`src/rtl/lsu_core.sv`:
```
// Load/store unit: one outstanding RV32I data access with lane steering,
// load extension, misalignment checks and a bounded memory wait.
module lsu_core #(
  parameter int TIMEOUT = 255
) (
  input  logic        clk,
  input  logic        rst_n,
  input  logic        req_valid,
  output logic        req_ready,
  input  logic        req_we,
  input  logic [2:0]  req_funct3,
  input  logic [31:0] req_addr,
  input  logic [31:0] req_wdata,
  input  logic [4:0]  req_rd,
  output logic        mem_req,
  output logic        mem_we,
  output logic [31:0] mem_addr,
  output logic [3:0]  mem_be,
  output logic [31:0] mem_wdata,
  input  logic        mem_ack,
  input  logic [31:0] mem_rdata,
  output logic        rsp_valid,
  input  logic        rsp_ready,
  output logic [31:0] rsp_data,
  output logic [4:0]  rsp_rd,
  output logic        rsp_misalign,
  output logic        rsp_timeout
);

  typedef enum logic [1:0] {
    IDLE,
    ACCESS,
    RESP
  } state_t;

  localparam logic [7:0] TO = 8'(TIMEOUT);

  state_t      state;
  logic [7:0]  cnt;
  logic [2:0]  f3;
  logic [1:0]  off;

  logic        bad;
  logic [3:0]  be;
  logic [31:0] wd;
  logic [7:0]  lb;
  logic [15:0] lh;
  logic [31:0] ld;

  assign req_ready = (state == IDLE);

  always_comb begin
    bad = 1'b0;
    be  = 4'b0000;
    wd  = req_wdata;
    case (req_funct3)
      3'b000, 3'b100: begin
        be  = 4'b0001 << req_addr[1:0];
        wd  = {4{req_wdata[7:0]}};
        bad = req_funct3[2] & req_we;
      end
      3'b001, 3'b101: begin
        be  = req_addr[1] ? 4'b1100 : 4'b0011;
        wd  = {2{req_wdata[15:0]}};
        bad = req_addr[0] | (req_funct3[2] & req_we);
      end
      3'b010: begin
        be  = 4'b1111;
        bad = |req_addr[1:0];
      end
      default: bad = 1'b1;
    endcase
  end

  always_comb begin
    lb = mem_rdata[{off, 3'b000} +: 8];
    lh = mem_rdata[{off[1], 4'b0000} +: 16];
    case (f3)
      3'b000:  ld = {{24{lb[7]}}, lb};
      3'b100:  ld = {24'h0, lb};
      3'b001:  ld = {{16{lh[15]}}, lh};
      3'b101:  ld = {16'h0, lh};
      default: ld = mem_rdata;
    endcase
  end

  always_ff @(posedge clk or negedge rst_n) begin
    if (!rst_n) begin
      state        <= IDLE;
      cnt          <= 8'd0;
      f3           <= 3'd0;
      off          <= 2'd0;
      mem_req      <= 1'b0;
      mem_we       <= 1'b0;
      mem_addr     <= 32'd0;
      mem_be       <= 4'd0;
      mem_wdata    <= 32'd0;
      rsp_valid    <= 1'b0;
      rsp_data     <= 32'd0;
      rsp_rd       <= 5'd0;
      rsp_misalign <= 1'b0;
      rsp_timeout  <= 1'b0;
    end else begin
      unique case (state)
        IDLE: begin
          if (req_valid) begin
            f3       <= req_funct3;
            off      <= req_addr[1:0];
            rsp_rd   <= req_rd;
            rsp_data <= 32'd0;
            if (bad) begin
              rsp_misalign <= 1'b1;
              rsp_valid    <= 1'b1;
              state        <= RESP;
            end else begin
              mem_req   <= 1'b1;
              mem_we    <= req_we;
              mem_addr  <= {req_addr[31:2], 2'b00};
              mem_be    <= be;
              mem_wdata <= wd;
              cnt       <= 8'd0;
              state     <= ACCESS;
            end
          end
        end
        ACCESS: begin
          // ack takes priority over a timeout landing in the same cycle
          if (mem_ack) begin
            mem_req   <= 1'b0;
            mem_we    <= 1'b0;
            rsp_data  <= mem_we ? 32'd0 : ld;
            rsp_valid <= 1'b1;
            state     <= RESP;
          end else if (cnt + 8'd1 == TO) begin
            mem_req     <= 1'b0;
            mem_we      <= 1'b0;
            rsp_data    <= 32'd0;
            rsp_timeout <= 1'b1;
            rsp_valid   <= 1'b1;
            state       <= RESP;
          end else begin
            cnt <= cnt + 8'd1;
          end
        end
        RESP: begin
          if (rsp_ready) begin
            rsp_valid    <= 1'b0;
            rsp_misalign <= 1'b0;
            rsp_timeout  <= 1'b0;
            state        <= IDLE;
          end
        end
        default: state <= IDLE;
      endcase
    end
  end

endmodule

```
`config.mk`:
```
export PLATFORM = sky130hd
export DESIGN_NAME = lsu_core
export DESIGN_NICKNAME = d
export VERILOG_FILES = /design/src/rtl/lsu_core.sv
export SDC_FILE = /design/constraint.sdc
export NUM_CORES = 1
export LEC_CHECK = 0
export ABC_CLOCK_PERIOD_IN_PS = 2300
export BUFFER_PORTS_ARGS = -buffer_cell sky130_fd_sc_hd__buf_2
export CAP_MARGIN = 10
export CORE_ASPECT_RATIO = 2
export CORE_UTILIZATION = 44
export DETAILED_ROUTE_END_ITERATION = 10
export GPL_ROUTABILITY_DRIVEN = 0
export PLACE_DENSITY = 0.73
export SLEW_MARGIN = 20
export SYNTH_ARGS = -nofsm -noshare
export SYNTH_HDL_FRONTEND = slang
export SYNTH_SLANG_ARGS = --single-unit
```
`constraint.sdc`:
```
create_clock -name clk -period 2.3 [get_ports clk]
set_clock_uncertainty 0.15 [all_clocks]
set_input_delay 0.575 -clock clk [delete_from_list [all_inputs] [get_ports clk]]
set_output_delay 0.575 -clock clk [all_outputs]
set_load 0.01 [all_outputs]
```
Word-level counts from Yosys, hierarchy flattened
Cells that the tools add are included.
- register bits after elaboration: 123
- word-level logic and storage cells: 96
- input bits: 110
- output and inout bits: 111
- reduce and logical (&&, ||, !) cells: 19
- bitwise gates (word level): 3
- equality and inequality tests: 18
- shifts and indexed selects: 3
- $add $sub $neg: 1
- mux-type cells: 38
- operators by type and width (cell ; number):
    2-to-1 mux 32 bit ; 4
    case mux 32 bit (2 select lines) ; 2
    case mux 32 bit (4 select lines) ; 1
    2-to-1 mux 8 bit ; 4
    indexed part select 32 x 6 -> 16 bit ; 1
    indexed part select 32 x 6 -> 8 bit ; 1
    case mux 8 bit (2 select lines) ; 1
    equality test 3 bit, second input constant ; 4
    2-to-1 mux 1 bit ; 12
    inequality test 2 bit, second input constant ; 6
    case mux 4 bit (3 select lines) ; 1
    AND reduction 4 bit ; 3
    2-to-1 mux 2 bit ; 5
    AND reduction 5 bit ; 2
    AND reduction 3 bit ; 3
    adder 8 x 1 -> 8 bit, second input constant ; 1
    equality test 8 bit, second input constant ; 1
    case mux 1 bit (2 select lines) ; 4
    equality test 3 x 1 -> 1 bit, second input constant ; 2
    logical NOT 3 bit ; 2
    case mux 1 bit (3 select lines) ; 2
    case mux 2 bit (3 select lines) ; 1
    nonzero test 2 bit ; 3
    OR reduction 2 bit ; 3
    other kinds (13) ; 13

Longest topological paths before layout
Gate-level depths: netlist of the first run.
- depth after elaboration: 6
- gate-level depth with buffers: 9
- mapped depth without buffers: 7

Least setup slack after synthesis of the first run
Ideal clock, no wire load.
- kind: input -> register
- start point: input req_funct3[0]
- end point: register cnt[1]
- cell stages on the path: 6
- data required time: 2.025 ns
- buffers on the path: 1
- data arrival time: 2.168 ns
- slack: -0.143 ns
- setup time: 0.125 ns
- cell sequence: clkbuf_1 a221oi_1 o21ai_0 a21oi_1 a21boi_1 mux2_2
- longest elaborated chain between the ends: 5
- elaborated cells between the ends (all ways): 10
- classes of those cells: eq/ne: 5; mux: 1; reduce/logical: 4
- ends and longest elaborated chain (what ; line ; RTL):
    start, declared ; 11 ; input logic [2:0] req_funct3,
    equality test 3 x 1 -> 1 bit (tied with other cells) ; 56 ; case (req_funct3)
    OR reduction 2 bit ; 56 ;
    case mux 1 bit (3 select lines) * ; 56 ;
    inequality test 2 bit (no line) * ; - ;
    AND reduction 5 bit (no line) * ; - ;
    end signal, assigned ; 142 ; cnt <= cnt + 8'd1;
    end, declared ; 39 ; logic [7:0] cnt;
Mark *: on every way between the ends. The rest lies on a longest branch, timed or not.
A chain may end at the register's enable or synchronous reset.

Worst setup path in the final report of the first run
- start point: register cnt[0]
- end point: register rsp_data[14]
- longest elaborated chain between the ends: 4
- ends and longest elaborated chain (what ; line ; RTL):
    adder 8 x 1 -> 8 bit ; 134 ; end else if (cnt + 8'd1 == TO) begin
    equality test 8 bit ; 134 ;
    inequality test 3 bit (no line) ; - ;
    AND reduction 3 bit (no line) ; - ;
    end signal, assigned ; 131 ; rsp_data <= mem_we ? 32'd0 : ld;
    end, declared ; 24 ; output logic [31:0] rsp_data,
No other way between the ends.

==> out/summary.txt, run 1 <==
outcome -> finished, final reports clean
TNS Setup -> 0 ns
clock buffer depth -> 2
initial cell density of the core -> 0.4546
fin crit period -> 2.215 ns
Most used DFF post-synth -> dfrtp_1
number of global-route vias before repair -> 5493
Layout area overhead -> 37.40%
CTS sink cnt -> 123
R2R Setup Slk -> 0.08 ns
layout cells sized above 1 -> 0.3918
Pins Over Slew Limit -> 0
FMAX -> 451.4 MHz
Crit path required time -> 2.44 ns
Synth top cells by count -> nand2_1 (139), dfrtp_1 (123), a21oi_1 (43)
crit path kind -> flop to flop
XOR/XNOR Fraction of Synth Area -> 0.004577
Pre-antenna DRT Iters -> 5
routed wire length -> 17.55 mm
Die W -> 82.77 µm
buffers and inverters on the worst path -> 0
Max H-tree Level -> 4
pwr/cell area -> 1133 nW/µm²
CP max stage delay -> 0.43 ns
Synth Area in Compound Gates -> 0.1648
Hold Path End -> mem_addr[12]
Via density -> 5.547
Synthesis Warnings -> 0
largest net degree at the start of global routing -> 62
I/O Pins -> 221
Die Y -> 163.5 µm
Final Util -> 0.6247
count of final hold-check violations -> 0
DR WL/cell -> 17.97 µm
gr ovfl total -> 0
Place WS -> -0.08762 ns
Synth Area in Simple Gates -> 0.1513
Mapped Cells -> 579
number of enable flip-flop cells after synthesis -> 0
Synth async-reset ratio -> 1.000
CP Capture Type -> flop
Post-Synth Adder-Cell Area -> 0.004359
R2R depth -> 6
final std cells w/o fill -> 977
ANT cells -> 0
crit start category -> flop
count of different cell masters after synthesis -> 50
CTS tree -> done
port bufs -> 218
Cell Int Power -> 5.900 mW
largest family of logic cells by synthesized area -> compound AO/OA/AOI/OAI gates
# rows -> 58
Psw -> 3.039 mW
total number of vias -> 5419
Net count, final -> 926
worst hold stages -> 3
CP Data Arrival Time -> 2.35 ns
count leader, synth -> nand2_1
clk slew on worst S/H paths -> 0.06 ns
area leader, netlist -> dfrtp_1
initial antenna violation count -> 0
Num CTS Buffers -> 17
Post-DP HPWL -> 13.19 mm
Syn Std Cell Area -> 5741 µm²
first-pass GRT wire length -> 26.10 mm
hold path startpoint -> req_addr[12]
DRC errors left -> 0
die area -> 13530 µm²
sequential share of power -> 0.368
detailed router's first-iteration violation count -> 187
Slew HR -> 0.5156
Comb pwr share -> 0.314
RR Startpoint -> cnt[0]
CP max-delay cell -> dfrtp_2
RSZ-0062 raised after global routing -> false
# setup viols final -> 0
Root Buffer -> clkbuf_16
mux cell area share after synthesis -> 0.1031
Max FO, Critical Path -> 6
global-route usage over all layers -> 0.2611
total of max-cap violations -> 0
type of the tightest min-delay check -> input pin to flop
cell leakage power -> 4.047 nW
worst r2r dst -> rsp_data[14]
crit-path cells -> nand3_2 > or3_1 > a211oi_2 > and3_4 > o21ai_2 > a221o_1
stages on the worst setup path -> 6
Avg Cell Area, Syn -> 9.915 µm²
top cells by area, synth -> dfrtp_1 (54%), nand2_1 (9.1%), mux2i_1 (5.4%)
Yosys reg bits -> 123
switch share -> 0.3399
final worst slack -> 0.08481 ns
post-synthesis sequential area ratio -> 0.5362
clock share of power -> 0.318
post-synth top area share -> 0.5362
Slew @ Worst Pin -> 0.7259 ns
number of instances in the placed design -> 943
Post-DRT Antenna Nets -> 0
Clock Latency Late Sink -> 0.41 ns
worst ir drop on vdd -> 743.2 µV
core area -> 12630 µm²
CP delay by family, top -> compound AO/OA/AOI/OAI gates
final period utilization -> 0.9631
[power by group through the flow]
stage	Sequential [mW]	Combinational [mW]	Clock [mW]
global route	3.37	3.04	2.98
detailed placement	3.30	2.79	0
finish	3.29	2.80	2.85
CTS	3.28	2.81	2.90
global placement	3.27	2.72	0
floorplan	3.52	1.24	0
[how the worst max path moves through the flow]
stage / from / endpoint
4_1_cts: cnt[0] / rsp_data[14]
3_5_place_dp: mem_rdata[31] / rsp_data[22]
6_report: cnt[0] / rsp_data[14]
5_1_grt: cnt[0] / rsp_data[14]
3_3_place_gp: mem_rdata[31] / rsp_data[21]
2_1_floorplan: req_funct3[0] / cnt[1]
[per-stage QoR]
step	instance area, µm²	hold WS [ns]	total power, mW
after floorplan	5759	0.1294	4.765
after global placement	7212	0.3035	5.990
after detailed placement	7212	0.3100	6.096
after CTS	7868	0.1921	8.987
final	7888	0.2065	8.939
after global routing	7888	0.1975	9.401
[layout by cell type, fill, tap and decap left out, types with 5 or more instances in the layout]
master,count
clkbuf_16,17
o21ai_0,36
buf_2,217
inv_1,5
buf_12,5
o221ai_1,5
mux2_2,19
nand2_1,139
nor2_1,27
nand2b_1,6
a221o_1,8
a21oi_1,42
mux2i_1,31
buf_4,33
dfrtp_1,120
nand3_1,11
o2bb2ai_1,25
[timing repair]
item | in CTS | in global routing
buffers inserted | 0 | 0
gates cloned | 1 | 0
hold endpoints to repair | 29 | 0
endpoints found under the setup margin | 3 | 37
hold buffers | 1 | 0
gates resized for setup | 2 | 5
pin swaps | 1 | 1
[kinds of logic (layout without fill, tap and decap cells)]
| kind of cell | after synthesis | in the layout |
|---|---|---|
| AND/OR/NAND/NOR | 207 | 207 |
| multiplexers | 53 | 53 |
| XOR/XNOR | 3 | 3 |
| adder cells (fa/ha/maj) | 2 | 2 |
| buffers and inverters | 47 | 293 |
| AO/OA/AOI/OAI | 143 | 144 |
| other | 1 | 2 |
| flip-flops | 123 | 123 |
[metal layers]
metal	wire length [µm]	part of all wire	vias to the layer above	track usage
met5	0	0	-	0
met4	788	0.045	0	0.1552
met3	1114	0.063	57	0.06089
met1	5999	0.34	2602	0.2509
li1	-	-	2500	-
met2	9652	0.55	260	0.4788
[flip-flops by register name, indices dropped and copies added, names as in the netlist]
| register | cells |
|---|---|
| rsp_misalign | 1 |
| mem_req | 1 |
| mem_we | 1 |
| rsp_timeout | 1 |
| state | 2 |
| rsp_data | 32 |
| mem_be | 4 |
| rsp_rd | 5 |
| off | 2 |
| mem_addr | 30 |
| cnt | 8 |
| rsp_valid | 1 |
| mem_wdata | 32 |
| f3 | 3 |
[cell type report]
class | count | area [µm²]
Multi-Input combinational cell | 411 | 2522
Timing Repair Buffer | 256 | 1444
Clock inverter | 13 | 190.2
Fill cell | 1053 | 4740
Sequential cell | 123 | 3082
Inverter | 5 | 18.77
Tap cell | 150 | 187.7
Clock buffer | 19 | 442.9
[worst reg2reg max path: stages (launching register included)]
cell and delay (ns):
dfrtp_2 0.43, nand3_2 0.10, or3_1 0.37, a211oi_2 0.25, and3_4 0.27, o21ai_2 0.15
a221o_1 0.39
No activity file was read; power rests on OpenSTA's default activity.
==> inputs of run 2 (changes only) <==
--- a/config.mk
+++ b/config.mk
@@ -6,13 +6,13 @@
 export NUM_CORES = 1
 export LEC_CHECK = 0
 export ABC_CLOCK_PERIOD_IN_PS = 2300
-export BUFFER_PORTS_ARGS = -buffer_cell sky130_fd_sc_hd__buf_2
 export CAP_MARGIN = 10
 export CORE_ASPECT_RATIO = 2
-export CORE_UTILIZATION = 44
+export CORE_UTILIZATION = 55
 export DETAILED_ROUTE_END_ITERATION = 10
+export DONT_BUFFER_PORTS = 1
 export GPL_ROUTABILITY_DRIVEN = 0
-export PLACE_DENSITY = 0.73
+export PLACE_DENSITY = 0.7
 export SLEW_MARGIN = 20
 export SYNTH_ARGS = -nofsm -noshare
 export SYNTH_HDL_FRONTEND = slang
==> out/summary.txt, run 2 (synthesis gave the netlist of run 1 again) <==
outcome -> finished, violations left (was finished, final reports clean)
violated checks -> negative hold slack
routed wire length -> 15.19 mm (was 17.55 mm)
number of instances in the placed design -> 699 (was 943)
Die W -> 74.24 µm (was 82.77 µm)
DR WL/cell -> 20.53 µm (was 17.97 µm)
commonest non-fill, non-tap cell in the layout -> nand2_1 (was buf_2)
crit path kind -> flop to flop (unchanged)
initial cell density of the core -> 0.5656 (was 0.4546)
final worst slack -> 0.03584 ns (was 0.08481 ns)
Post-DP HPWL -> 10.97 mm (was 13.19 mm)
CP Data Arrival Time -> 2.41 ns (was 2.35 ns)
total number of vias -> 4522 (was 5419)
Layout area overhead -> 17.48% (was 37.40%)
CP max stage delay -> 0.39 ns (was 0.43 ns)
Final Util -> 0.6644 (was 0.6247)
CP max-delay cell -> dfrtp_2 (unchanged)
Max FO, Critical Path -> 7 (was 6)
global-route usage over all layers -> 0.2858 (was 0.2611)
DRC errors left -> 0 (unchanged)
CTS sink cnt -> 123 (unchanged)
Net count, final -> 704 (was 926)
Slew HR -> 0.5680 (was 0.5156)
final period utilization -> 0.9844 (was 0.9631)
RR Startpoint -> cnt[4] (was cnt[0])
Slew @ Worst Pin -> 0.6480 ns (was 0.7259 ns)
crit start category -> flop (unchanged)
Clock Latency Late Sink -> 0.41 ns (about the same)
CP delay by family, top -> simple AND/OR/NAND/NOR gates (was compound AO/OA/AOI/OAI gates)
total of max-cap violations -> 0 (unchanged)
# fillers -> 807 (was 1053)
fin crit period -> 2.264 ns (was 2.215 ns)
stages on the worst setup path -> 7 (was 6)
Max H-tree Level -> 4 (unchanged)
pwr/cell area -> 1216 nW/µm² (was 1133 nW/µm²)
FMAX -> 441.7 MHz (was 451.4 MHz)
count of final hold-check violations -> 123 (was 0)
number of global-route vias before repair -> 4490 (was 5493)
CTS tree -> done (unchanged)
layout cells sized above 1 -> 0.1769 (was 0.3918)
Place WS -> -0.02697 ns (was -0.08762 ns)
port bufs -> 0 (was 218)
commonest non-fill, non-tap cells in the layout -> nand2_1 (139), dfrtp_1 (119), a21oi_1 (42), o21ai_0 (36), mux2i_1 (31) (was buf_2 (217), nand2_1 (139), dfrtp_1 (120), a21oi_1 (42), o21ai_0 (36))
gr ovfl total -> 0 (unchanged)
core area -> 10150 µm² (was 12630 µm²)
Die Y -> 146.5 µm (was 163.5 µm)
clk slew on worst S/H paths -> 0.06 ns (about the same)
ANT cells -> 0 (unchanged)
first-pass GRT wire length -> 23.11 mm (was 26.10 mm)
# rows -> 52 (was 58)
Post-DRT Antenna Nets -> 0 (unchanged)
I/O Pins -> 221 (unchanged)
Via density -> 6.111 (was 5.547)
die area -> 10870 µm² (was 13530 µm²)
type of the tightest min-delay check -> input pin to async pin (was input pin to flop)
cell leakage power -> 3.078 nW (was 4.047 nW)
clock buffer depth -> 2 (unchanged)
largest registers -> mem_wdata x32, rsp_data x32, mem_addr x30 (unchanged)
TNS Setup -> 0 ns (unchanged)
worst r2r dst -> mem_we (was rsp_data[14])
Worst Hold Slack -> -0.2924 ns (was 0.2065 ns)
# setup viols final -> 0 (unchanged)
Pre-antenna DRT Iters -> 6 (was 5)
buffers and inverters on the worst path -> 1 (was 0)
Root Buffer -> clkbuf_16 (unchanged)
crit-path cells -> nand2_1 > or3_4 > a211oi_2 > and3_4 > o21ai_4 > buf_6 > a221o_1 (was nand3_2 > or3_1 > a211oi_2 > and3_4 > o21ai_2 > a221o_1)
Pins Over Slew Limit -> 0 (unchanged)
initial antenna violation count -> 0 (unchanged)
Num CTS Buffers -> 17 (unchanged)
worst ir drop on vdd -> 839.4 µV (was 743.2 µV)
Crit path required time -> 2.45 ns (was 2.44 ns)
R2R Setup Slk -> 0.04 ns (was 0.08 ns)
R2R depth -> 7 (was 6)
final std cells w/o fill -> 740 (was 977)
critical path startpoint -> cnt[4] (was cnt[0])
largest net degree at the start of global routing -> 124 (was 62)
detailed router's first-iteration violation count -> 231 (was 187)
CP Capture Type -> flop (unchanged)
==> run 2: per-layer routing <==
metal	track usage	wire [µm]	up-vias
met1	0.2944	4922	2154
met3	0.1014	1395	51
met2	0.4868	8180	261
met5	0	0	-
li1	-	-	2056
met4	0.1566	694	0
==> run 2: cell type report <==
| type | instances | area, µm² | area share |
|---|---|---|---|
| clock buffer | 18 | 439.2 | 0.06512 |
| clock inverter | 14 | 193.9 | 0.02876 |
| inverter | 5 | 21.27 | 0.003154 |
| multi-input combinational | 411 | 2537 | 0.3763 |
| sequential | 123 | 3083 | 0.4571 |
| tap | 135 | 168.9 | 0.02505 |
| timing repair buffer | 34 | 300.3 | 0.04453 |
==> run 2: stage by stage <==
| step | instance area, µm² | total power, mW |
|---|---|---|
| after floorplan | 5759 | 4.765 |
| after global placement | 5992 | 5.208 |
| after detailed placement | 5992 | 5.301 |
| after CTS | 6658 | 8.181 |
| after global routing | 6744 | 8.606 |
| final | 6744 | 8.198 |
==> run 2: what timing repair did <==
action | CTS | global route
pin swaps | 1 | 7
gates resized for setup | 1 | 13
hold endpoints to repair | 123 | 123
buffers inserted | 4 | 5
endpoints found under the setup margin | 12 | 32
cloned | 0 | 1
==> run 2: how the worst max path moves through the flow <==
stage,endpoint
floorplan,cnt[1]
CTS,mem_we
global route,mem_we
finish,mem_we
detailed placement,rsp_data[1]
global placement,rsp_data[22]
==> run 2: power by group <==
| part | internal [mW] | switching, mW |
|---|---|---|
| combinational | 0.744 | 0.867 |
| clock | 1.85 | 0.990 |
| sequential | 2.85 | 0.899 |
